===== config.mk =====
export PLATFORM = sky130hd
export DESIGN_NAME = display_scan_dbuf_flat
export DESIGN_NICKNAME = d
export VERILOG_FILES = /design/src/rtl/display_scan_dbuf_if.sv /design/src/rtl/display_scan_dbuf.sv /design/src/flat_wrapper.sv
export SDC_FILE = /design/constraint.sdc
export NUM_CORES = 1
export LEC_CHECK = 0
export ABC_AREA = 1
export CAP_MARGIN = 0
export CELL_PAD_IN_SITES_DETAIL_PLACEMENT = 1
export CELL_PAD_IN_SITES_GLOBAL_PLACEMENT = 1
export CORE_ASPECT_RATIO = 1.4
export CORE_MARGIN = 2
export CORE_UTILIZATION = 51
export DETAILED_ROUTE_END_ITERATION = 8
export PLACE_DENSITY = 0.95
export SLEW_MARGIN = 0
export SYNTH_ARGS = -nofsm -noshare
export SYNTH_HDL_FRONTEND = slang
export SYNTH_SLANG_ARGS = --single-unit

===== constraint.sdc =====
create_clock -name clk -period 4.2 [get_ports clk]
set_clock_uncertainty 0.2 [all_clocks]
set_input_delay 0.63 -clock clk [delete_from_list [all_inputs] [get_ports clk]]
set_output_delay 0.63 -clock clk [all_outputs]
set_load 0.05 [all_outputs]

===== src/rtl/display_scan_dbuf_if.sv =====
// Frame-generator side of the scan driver: back-buffer row writes plus the swap request/acknowledge pair.
interface display_scan_dbuf_if #(
  parameter int ROWS = 8,
  parameter int COLS = 8
);
  logic                    wr_en;
  logic [$clog2(ROWS)-1:0] wr_row;
  logic [COLS-1:0]         wr_data;
  logic                    swap_req;
  logic                    swap_ack;

  modport master (output wr_en, wr_row, wr_data, swap_req, input swap_ack);
  modport slave  (input wr_en, wr_row, wr_data, swap_req, output swap_ack);
endinterface


===== src/rtl/display_scan_dbuf.sv =====
// Row-scanning LED matrix driver with a double-buffered frame store, per-row blanking,
// row-aligned PWM and configurable pin polarity. All outputs are registered.
module display_scan_dbuf #(
  parameter int ROWS         = 8,
  parameter int COLS         = 8,
  parameter int PWM_WIDTH    = 8,
  parameter int SCAN_MAX     = 25000,
  parameter int BLANK_CYCLES = 16,
  parameter bit ROW_ACTIVE_HIGH = 1'b1,
  parameter bit COL_ACTIVE_LOW  = 1'b1
) (
  input  logic                    clk,
  input  logic                    rst,
  display_scan_dbuf_if.slave      fb,
  input  logic [PWM_WIDTH-1:0]    brightness,
  output logic [ROWS-1:0]         row,
  output logic [COLS-1:0]         col,
  output logic [$clog2(ROWS)-1:0] row_idx,
  output logic                    frame_start
);
  localparam int ROW_W = $clog2(ROWS);
  localparam int CNT_W = $clog2(SCAN_MAX);
  localparam logic [ROWS-1:0] ROW_IDLE = ROW_ACTIVE_HIGH ? '0 : '1;
  localparam logic [COLS-1:0] COL_IDLE = COL_ACTIVE_LOW  ? '1 : '0;

  logic [CNT_W-1:0]     scan_cnt;
  logic [ROW_W-1:0]     row_cnt;
  logic [PWM_WIDTH-1:0] bri_s;
  logic                 front_sel;
  logic                 pending;
  logic                 swapped;
  logic [COLS-1:0]      frame_buf [2][ROWS];

  logic                 last_cycle;
  logic                 frame_end;
  logic                 row_start0;
  logic                 active;
  logic [PWM_WIDTH-1:0] pwm_cnt;
  logic [PWM_WIDTH-1:0] bri_now;
  logic [ROWS-1:0]      row_sel;
  logic [COLS-1:0]      col_lit;

  // Decode of the current counter state; the registers below present it one clock later.
  always_comb begin
    // NOTE: every signal gets a value before any condition so no latch can be inferred.
    row_sel    = '0;
    col_lit    = '0;
    last_cycle = (scan_cnt == CNT_W'(SCAN_MAX - 1));
    frame_end  = last_cycle && (row_cnt == ROW_W'(ROWS - 1));
    row_start0 = (scan_cnt == '0) && (row_cnt == '0);
    active     = (scan_cnt >= CNT_W'(BLANK_CYCLES));
    pwm_cnt    = PWM_WIDTH'(scan_cnt - CNT_W'(BLANK_CYCLES));
    bri_now    = (scan_cnt == '0) ? brightness : bri_s;
    for (int r = 0; r < ROWS; r++) begin
      row_sel[r] = active && (row_cnt == ROW_W'(r));
    end
    if (active && (pwm_cnt < bri_now)) begin
      col_lit = frame_buf[front_sel][row_cnt];
    end
  end

  always_ff @(posedge clk) begin
    if (rst) begin
      scan_cnt    <= '0;
      row_cnt     <= '0;
      bri_s       <= '0;
      front_sel   <= 1'b0;
      pending     <= 1'b0;
      swapped     <= 1'b0;
      // NOTE: the frame store is plain flip-flops and is cleared on reset so a reset always blanks the display.
      for (int b = 0; b < 2; b++) begin
        for (int r = 0; r < ROWS; r++) begin
          frame_buf[b][r] <= '0;
        end
      end
      row         <= ROW_IDLE;
      col         <= COL_IDLE;
      row_idx     <= '0;
      frame_start <= 1'b0;
      fb.swap_ack <= 1'b0;
    end else begin
      // NOTE: non-blocking assignments so every register samples the pre-edge state.
      if (scan_cnt == '0) begin
        bri_s <= brightness;
      end

      row         <= ROW_ACTIVE_HIGH ? row_sel : ~row_sel;
      col         <= COL_ACTIVE_LOW ? ~col_lit : col_lit;
      row_idx     <= row_cnt;
      frame_start <= row_start0;
      fb.swap_ack <= row_start0 && swapped;

      // Writes land in the back buffer as selected before any swap on this edge.
      if (fb.wr_en && (int'(fb.wr_row) < ROWS)) begin
        frame_buf[~front_sel][fb.wr_row] <= fb.wr_data;
      end

      if (last_cycle) begin
        scan_cnt <= '0;
        row_cnt  <= frame_end ? '0 : row_cnt + 1'b1;
      end else begin
        scan_cnt <= scan_cnt + 1'b1;
      end

      if (row_start0) begin
        swapped <= 1'b0;
      end
      if (frame_end && pending) begin
        front_sel <= ~front_sel;
        pending   <= fb.swap_req;
        swapped   <= 1'b1;
      end else begin
        pending   <= pending | fb.swap_req;
      end
    end
  end
endmodule


===== src/flat_wrapper.sv =====
// flat-port wrapper written by rule: the top's interface ports become plain ports
module display_scan_dbuf_flat 
#(
  parameter int ROWS         = 8,
  parameter int COLS         = 8,
  parameter int PWM_WIDTH    = 8,
  parameter int SCAN_MAX     = 25000,
  parameter int BLANK_CYCLES = 16,
  parameter bit ROW_ACTIVE_HIGH = 1'b1,
  parameter bit COL_ACTIVE_LOW  = 1'b1
)
  (clk, rst, brightness, row, col, row_idx, frame_start, fb_wr_en, fb_wr_row, fb_wr_data, fb_swap_req, fb_swap_ack);
  display_scan_dbuf_if #(.ROWS(ROWS), .COLS(COLS)) fb_i ();
  input  logic clk;
  input  logic rst;
  input  logic [PWM_WIDTH-1:0] brightness;
  output logic [ROWS-1:0] row;
  output logic [COLS-1:0] col;
  output logic [$clog2(ROWS)-1:0] row_idx;
  output logic frame_start;
  input wire logic [$bits(fb_i.wr_en)-1:0] fb_wr_en;
  input wire logic [$bits(fb_i.wr_row)-1:0] fb_wr_row;
  input wire logic [$bits(fb_i.wr_data)-1:0] fb_wr_data;
  input wire logic [$bits(fb_i.swap_req)-1:0] fb_swap_req;
  output wire logic [$bits(fb_i.swap_ack)-1:0] fb_swap_ack;
  assign fb_i.wr_en = fb_wr_en;
  assign fb_i.wr_row = fb_wr_row;
  assign fb_i.wr_data = fb_wr_data;
  assign fb_i.swap_req = fb_swap_req;
  assign fb_swap_ack = fb_i.swap_ack;
  display_scan_dbuf #(.ROWS(ROWS), .COLS(COLS), .PWM_WIDTH(PWM_WIDTH), .SCAN_MAX(SCAN_MAX), .BLANK_CYCLES(BLANK_CYCLES), .ROW_ACTIVE_HIGH(ROW_ACTIVE_HIGH), .COL_ACTIVE_LOW(COL_ACTIVE_LOW)) u_core (.clk(clk), .rst(rst), .fb(fb_i), .brightness(brightness), .row(row), .col(col), .row_idx(row_idx), .frame_start(frame_start));
endmodule

==> summary.md, run 1 <==
| Metric | Value |
|---|---|
| Outcome | completed |
| Post-synth top area cell | edfxtp_1 |
| Clk slew on worst S/H paths | 70 ps |
| Die Height | between 150 and 200 um |
| R2r endpoint | u_core.col[7]$_SDFF_PP1_ |
| Number of synthesized flops with an enable pin | about 130 |
| Crit-path most repeated cell | o21ai_0 |
| Initial antenna violation count | 0 |
| Reg2Reg Depth | 8 |
| Fillers | roughly 1600 |
| Fin crit period | just over 3000 ps |
| Post-synth top flop | edfxtp_1 |
| # diodes | 0 |
| Reg2Reg Setup Slack | between 1000 and 1500 ps |
| Hold path cells | 1 |
| GPL Wtd Cong | about 0.88 |
| Rows | 54 |
| First-pass GRT wire length | about 43 mm |
| Crit path buffers/inverters | 1 |
| Area share of and/or/nand/nor cells after synthesis | 0.171 |
| Met1 WL | 10.2 mm |
| Critical path required time | between 4000 and 5000 ps |
| Synth Area in Adders | 0.0297 |
| Xor/xnor share of the synthesized area | 0.00437 |
| Top-Level Pins | 44 |
| Synth warn | 0 |
| Clock sink count | between 150 and 200 |
| Hold path startpoint | u_core.swapped$_SDFFE_PP0P_ |
| Critical-path maximum fanout | 53 |
| Drt initial violations | between 700 and 800 |
| Syn-to-layout area delta | 14.3% |
| Sequential share of the synthesized area | 0.607 |
| DR vias/cell | about 6.4 |
| Relative slew slack | 0.306 |
| Met3 WL | 2.26 mm |
| Mux contribution to synthesized area | 0.0411 |
| Final setup fails | 0 |
| Wire length on met2 | about 14 mm |
| Fin crit share | 0.739 |
| Measured slew at the worst slew-check pin | approximately 1000 ps |
| Maximum vdd ir drop | around 310 uV |
| Area of the die | 0.0167 mm2 |
| Worst-Skew Late Latency | 450 ps |
| Setup bufs post-CTS | 0 |
| Max Buffers Root-to-Sink | 2 |
| Post-Syn Nets | about 830 |
| CTS tree | built |
| Routed Antenna Nets | 0 |
| Hold WC Path Type | register to register |
| Combinational group share of total power | 0.068 |
| Yosys cell types | 33 |
| Die width | ~110 um |
| Reg2reg start | u_core.row_cnt[0]$_SDFFE_PP0P_ |
| Critical path type | register to register |
| Max stage delay on crit path | 900 ps |
| # hold bufs at CTS | 0 |
| Hold EP | u_core.fb.swap_ack$_SDFF_PP0_ |
| Tot GR Track Use | 0.357 |
| Worst path top cell family by delay | compound AO/OA/AOI/OAI gates |
| Sequential cell fraction of total power | 0.521 |
| WL final | around 29 mm |
| Critical Path Start Type | register |
| Post-CTS Resized | 0 |
| CP Capture Type | register |
| Share of the synthesized area in the top cell type | 0.480 |
| Fmax | 322 MHz |
| Fin. Hold Viols | 0 |
| Core Area | between 0.015 and 0.02 mm2 |
| Number of global-route vias before repair | around 7100 |
| Synth Area in Compound Gates | 0.0846 |
| PD cells | around 430 mW/mm2 |
| H-tree depth | 4 |
| Layout Cells excl Fill | between 1000 and 1500 |
| Clk network pwr share | 0.411 |
| GRT Residual Overflow | 0 |
| #FFs+latches synth | 179 |
| Post-Syn Area | roughly 0.0080 mm2 |
| Drt wl/cell | 27.7 um |
| Via count | around 6600 |
| Hpwl dp | between 15 and 20 mm |
| Initial Util | 0.518 |
| Largest cells by area after synthesis | edfxtp_1 (48%), dfxtp_1 (13%), nor2_1 (5.9%), nand2_1 (4.6%), inv_1 (4.3%) |
| Drt drc | 0 |
| Largest net degree at the start of global routing | 59 |
| Slew Viols, Final | 0 |
| Syn Area/Cell | approximately 10 um2 |
| CP Depth | 8 |
| CTS Buf Count | 17 |
| Critical path arrival | ~3200 ps |
| Most common cell in the netlist | edfxtp_1 |
| Static Leak | roughly 3.5 nW |
| Port buffer count | 43 |
| Worst path cell trace | inv_2 -> a21oi_1 -> o21ai_0 -> o21ai_0 -> o21ai_0 -> nand2_1 -> nand2_1 -> nand3_1 |
| Mapped Cells | roughly 800 |
| Largest family of logic cells by synthesized area | simple AND/OR/NAND/NOR gates |
| Worst path slowest cell | inv_2 |
| Net Sw Power | around 0.0010 W |
| FFs w/ async S/R, synth | 0 |
| Fin Setup TNS | 0 ps |
| Switching share of power | 0.264 |
| Internal power | around 0.0029 W |
| Max-Cap Viols | 0 |
| Most common library cells after synthesis | edfxtp_1 (128), nor2_1 (126), nand2_1 (98) |
| Layout Nets | about 870 |
| Drt first pass iters | 6 |
| RSZ-0062 raised after global routing | false |
| Max layer used | met4 |
| Root Driver | clkbuf_16 |
| Share of cells above drive strength 1 | 0.0913 |
| Cells after DPL | roughly 1000 |
[metrics by stage]
stage	instance area (um2)	util	power, W	worst slack [ps]	hold slack [ps]
2_1_floorplan	8010	-	0.00218	1980	230
3_3_place_gp	8580	0.555	0.00227	1310	237
3_5_place_dp	8580	0.555	0.00230	1130	261
4_1_cts	9160	0.592	0.00387	1270	306
5_1_grt	9160	0.592	0.00395	1140	307
6_report	9160	0.592	0.00389	1100	308
[sequential cells by signal, summed over array words and instances, names as in the netlist, 3 cells and up, named ones only]
register and cells:
u_core.bri_s 8, u_core.frame_buf 128, u_core.scan_cnt 15, u_core.row_idx 3, u_core.col 8, u_core.row_cnt 3, u_core.row 8
[how the worst max path moves through the flow]
stage / startpoint / to / slack, ps
after global placement: fb_wr_en / u_core.frame_buf[0][33]$_SDFFCE_PN0P_ / 1310
after detailed placement: fb_wr_en / u_core.frame_buf[0][10]$_SDFFCE_PN0P_ / 1130
after floorplan: u_core.scan_cnt[4]$_SDFF_PP0_ / u_core.col[0]$_SDFF_PP1_ / 1980
after global routing: u_core.row_cnt[0]$_SDFFE_PP0P_ / u_core.col[7]$_SDFF_PP1_ / 1140
final: u_core.row_cnt[0]$_SDFFE_PP0P_ / u_core.col[7]$_SDFF_PP1_ / 1100
after CTS: u_core.row_cnt[0]$_SDFFE_PP0P_ / u_core.col[7]$_SDFF_PP1_ / 1270
[cell type report]
type	count	area [um2]	share of cell area
flip-flops and latches	179	4870	0.531
multi-input cells	490	2650	0.289
repair buffers	46	465	0.0508
clock buffers	18	439	0.0480
inverters	96	360	0.0394
well taps	196	245	0.0268
clock inverters	14	133	0.0145
[cell usage in the layout, fill, tap and decap left out, drive strengths merged, types with 3 or more instances in the layout]
cell type	n
a21oi	56
buf	3
clkbuf	18
clkdlybuf4s50	43
clkinv	3
dfxtp	51
edfxtp	128
ha	19
inv	105
mux2	15
mux2i	16
nand2	108
nand3	44
nand4	8
nor2	133
nor3	7
nor4	3
o211ai	8
o21ai	63
o31ai	3
xor2	4
[worst reg2reg max path, stage by stage (launching register included)]
cell,delay [ps]
dfxtp_1,600
inv_2,900
a21oi_1,220
o21ai_0,190
o21ai_0,120
o21ai_0,440
nand2_1,130
nand2_1,100
nand3_1,80
[cell families after synthesis]
| group | count (synthesis) |
|---|---|
| and+or+nand+nor | 306 |
| buffers and inverters | 123 |
| adders and majority gates | 19 |
| muxes | 31 |
| AOI/OAI and AO/OA | 130 |
| DFF | 179 |
| xor gates and xnor gates | 4 |
[layer usage]
metal	global-route usage	vias up
met5	0	-
met2	0.584	474
met4	0.219	0
li1	-	2748
met1	0.432	3251
met3	0.0599	159
[power groups by stage]
stage	clock network [W]	logic, W	registers (W)
finish	0.00160	0.000263	0.00203
global route	0.00164	0.000274	0.00203
CTS	0.00159	0.000255	0.00203
detailed placement	0	0.000235	0.00206
global placement	0	0.000214	0.00205
floorplan	0	0.000137	0.00205
Power figures use the tool's default switching activity.
==> run 2: changes to the inputs <==
- CORE_UTILIZATION: 51 -> 47
- PLACE_DENSITY: 0.95 -> 0.91
- clock period: 4.2 -> 3.2 ns (I/O delays scaled with it)
==> run 2 against run 1 <==
Effect of this change:
- first-iteration DRC count decreased by 11%
- sequential share of layout area is 1.0 points lower
- register-to-register slack worse by 880 ps
- sequential cell count stayed put
- global-route usage decreased by 5.1 points
- maximum frequency grew 4.0%
- cell count is 2.7% higher
- via count shrank 3.5%
- hold slack worse by 39 ps
- power increased by 31%
- largest cell class unchanged
- largest power group unchanged
==> summary.md, run 2 (synthesis results as in run 1) <==
| Metric | Value |
|---|---|
| Fin Setup TNS | 0 ps |
| Fmax | roughly 340 MHz |
| Slew Viols, Final | 0 |
| Switching share of power | 0.242 |
| Rows | 56 |
| Max stage delay on crit path | around 480 ps |
| Max-Cap Viols | 0 |
| Reg2Reg Depth | 11 |
| Crit-path most repeated cell | ha_1 |
| Fin crit period | 2980 ps |
| Share of cells above drive strength 1 | 0.111 |
| Static Leak | approximately 3.6 nW |
| GPL Wtd Cong | 0.876 |
| GRT Residual Overflow | 0 |
| Tot GR Track Use | 0.306 |
| Drt initial violations | 647 |
| Relative slew slack | 0.446 |
| Via count | ~6400 |
| Clk network pwr share | 0.411 |
| PD cells | approximately 550 mW/mm2 |
| Worst Setup SP | u_core.scan_cnt[4]$_SDFF_PP0_ |
| CP Capture Type | register |
| Fin crit share | 0.932 |
| Largest net degree at the start of global routing | 71 |
| CTS tree | built |
| Measured slew at the worst slew-check pin | 829 ps |
| Combinational group share of total power | 0.068 |
| Critical path type | register to register |
| H-tree depth | 4 |
| Crit path to | u_core.col[1]$_SDFF_PP1_ |
| Worst path top cell family by delay | adder cells |
| Sequential cell fraction of total power | 0.521 |
| Layout Cells excl Fill | ~1100 |
| Die Height | about 160 um |
| Internal power | 0.00386 W |
| Critical Path Start Type | register |
| WL final | 26.6 mm |
| Max Buffers Root-to-Sink | 2 |
| DR vias/cell | between 6 and 7 |
| Root Driver | clkbuf_16 |
| Layout Nets | 894 |
| Reg2reg start | u_core.scan_cnt[4]$_SDFF_PP0_ |
| Commonest non-fill, non-tap cells in the layout | edfxtp_1 (128), nor2_1 (126), nand2_1 (98) |
| Maximum vdd ir drop | 395 uV |
| Clock sink count | roughly 180 |
| Top-Level Pins | 44 |
| Cells after DPL | 1036 |
| Top reg by flops | u_core.frame_buf |
| Core Area | ~0.017 mm2 |
| Hold path cells | 1 |
| Max reg flops | between 100 and 150 |
| Outcome | completed |
| Worst-Skew Late Latency | approximately 440 ps |
| Die width | 114 um |
| Port buffer count | 43 |
| Worst path slowest cell | dfxtp_1 |
| # hold bufs at CTS | 0 |
| Worst path cell trace | inv_1 -> ha_1 -> nand3_2 -> nor2_4 -> nand2_4 -> mux2i_1 -> ha_1 -> a21oi_1 -> o211ai_1 -> inv_2 -> nand3_1 |
| Number of global-route vias before repair | slightly below 7000 |
| Critical-path maximum fanout | 8 |
| RSZ-0062 raised after global routing | false |
| Net Sw Power | between 0.001 and 0.0015 W |
| CTS Buf Count | 17 |
| Drt drc | 0 |
| Drt first pass iters | 5 |
| Reg2Reg Setup Slack | 220 ps |
| Syn-to-layout area delta | 16.6% |
| Crit path buffers/inverters | 2 |
| Final setup fails | 0 |
| Critical path required time | ~3300 ps |
| Post-CTS Resized | 0 |
| Hpwl dp | 17.1 mm |
| Setup bufs post-CTS | 0 |
| Initial Util | 0.478 |
| Commonest non-fill, non-tap cell in the layout | edfxtp_1 |
| Clk slew on worst S/H paths | 70 ps |
| Initial antenna violation count | 0 |
| First-pass GRT wire length | slightly above 40 mm |
| Drt wl/cell | between 20 and 25 um |
| Critical path arrival | a little over 3000 ps |
| Area of the die | roughly 0.018 mm2 |
| R2r endpoint | u_core.col[1]$_SDFF_PP1_ |
| # diodes | 0 |
| Routed Antenna Nets | 0 |
| Hold WC Path Type | register to register |
| CP Depth | 11 |
| Fin. Hold Viols | 0 |
| Regs by FF count | u_core.frame_buf: 128 flops, u_core.scan_cnt: 15 flops |
[run 2: layout make-up]
type	instances	area, um2
well taps	203	254
repair buffers	68	643
inverters	96	360
fillers	1783	7410
clock inverters	14	139
clock buffers	17	425
flip-flops and latches	179	4870
multi-input cells	490	2650
[run 2: per-stage QoR]
stage	hold slack, ps	util	instance area (um2)	total power, W	setup WS (ps)
2_1_floorplan	230	-	8010	0.00286	975
3_3_place_gp	247	0.524	8770	0.00299	484
3_5_place_dp	261	0.524	8770	0.00302	362
4_1_cts	278	0.558	9340	0.00507	289
5_1_grt	305	0.558	9340	0.00520	156
6_report	269	0.558	9340	0.00509	218
[run 2: power by group through the flow]
stage | clock, W | sequential, W | combinational [W]
floorplan | 0 | 0.00268 | 0.000180
global placement | 0 | 0.00269 | 0.000300
detailed placement | 0 | 0.00270 | 0.000321
CTS | 0.00208 | 0.00265 | 0.000339
global route | 0.00217 | 0.00266 | 0.000366
finish | 0.00209 | 0.00265 | 0.000344
[run 2: per-layer routing]
| metal | vias up | part of all wire | global-route usage |
|---|---|---|---|
| met5 | - | 0 | 0 |
| met4 | 0 | 0.072 | 0.186 |
| met3 | 121 | 0.060 | 0.0483 |
| met2 | 348 | 0.51 | 0.535 |
| met1 | 3146 | 0.36 | 0.352 |
| li1 | 2788 | - | - |
[run 2: how the worst min path moves through the flow]
stage,start,slack [ps],to
2_1_floorplan,u_core.scan_cnt[0]$_SDFF_PP0_,230,u_core.scan_cnt[0]$_SDFF_PP0_
3_3_place_gp,u_core.scan_cnt[0]$_SDFF_PP0_,250,u_core.scan_cnt[0]$_SDFF_PP0_
3_5_place_dp,u_core.scan_cnt[0]$_SDFF_PP0_,260,u_core.scan_cnt[0]$_SDFF_PP0_
4_1_cts,u_core.scan_cnt[0]$_SDFF_PP0_,280,u_core.scan_cnt[0]$_SDFF_PP0_
5_1_grt,u_core.scan_cnt[0]$_SDFF_PP0_,300,u_core.scan_cnt[0]$_SDFF_PP0_
6_report,u_core.scan_cnt[0]$_SDFF_PP0_,270,u_core.scan_cnt[0]$_SDFF_PP0_
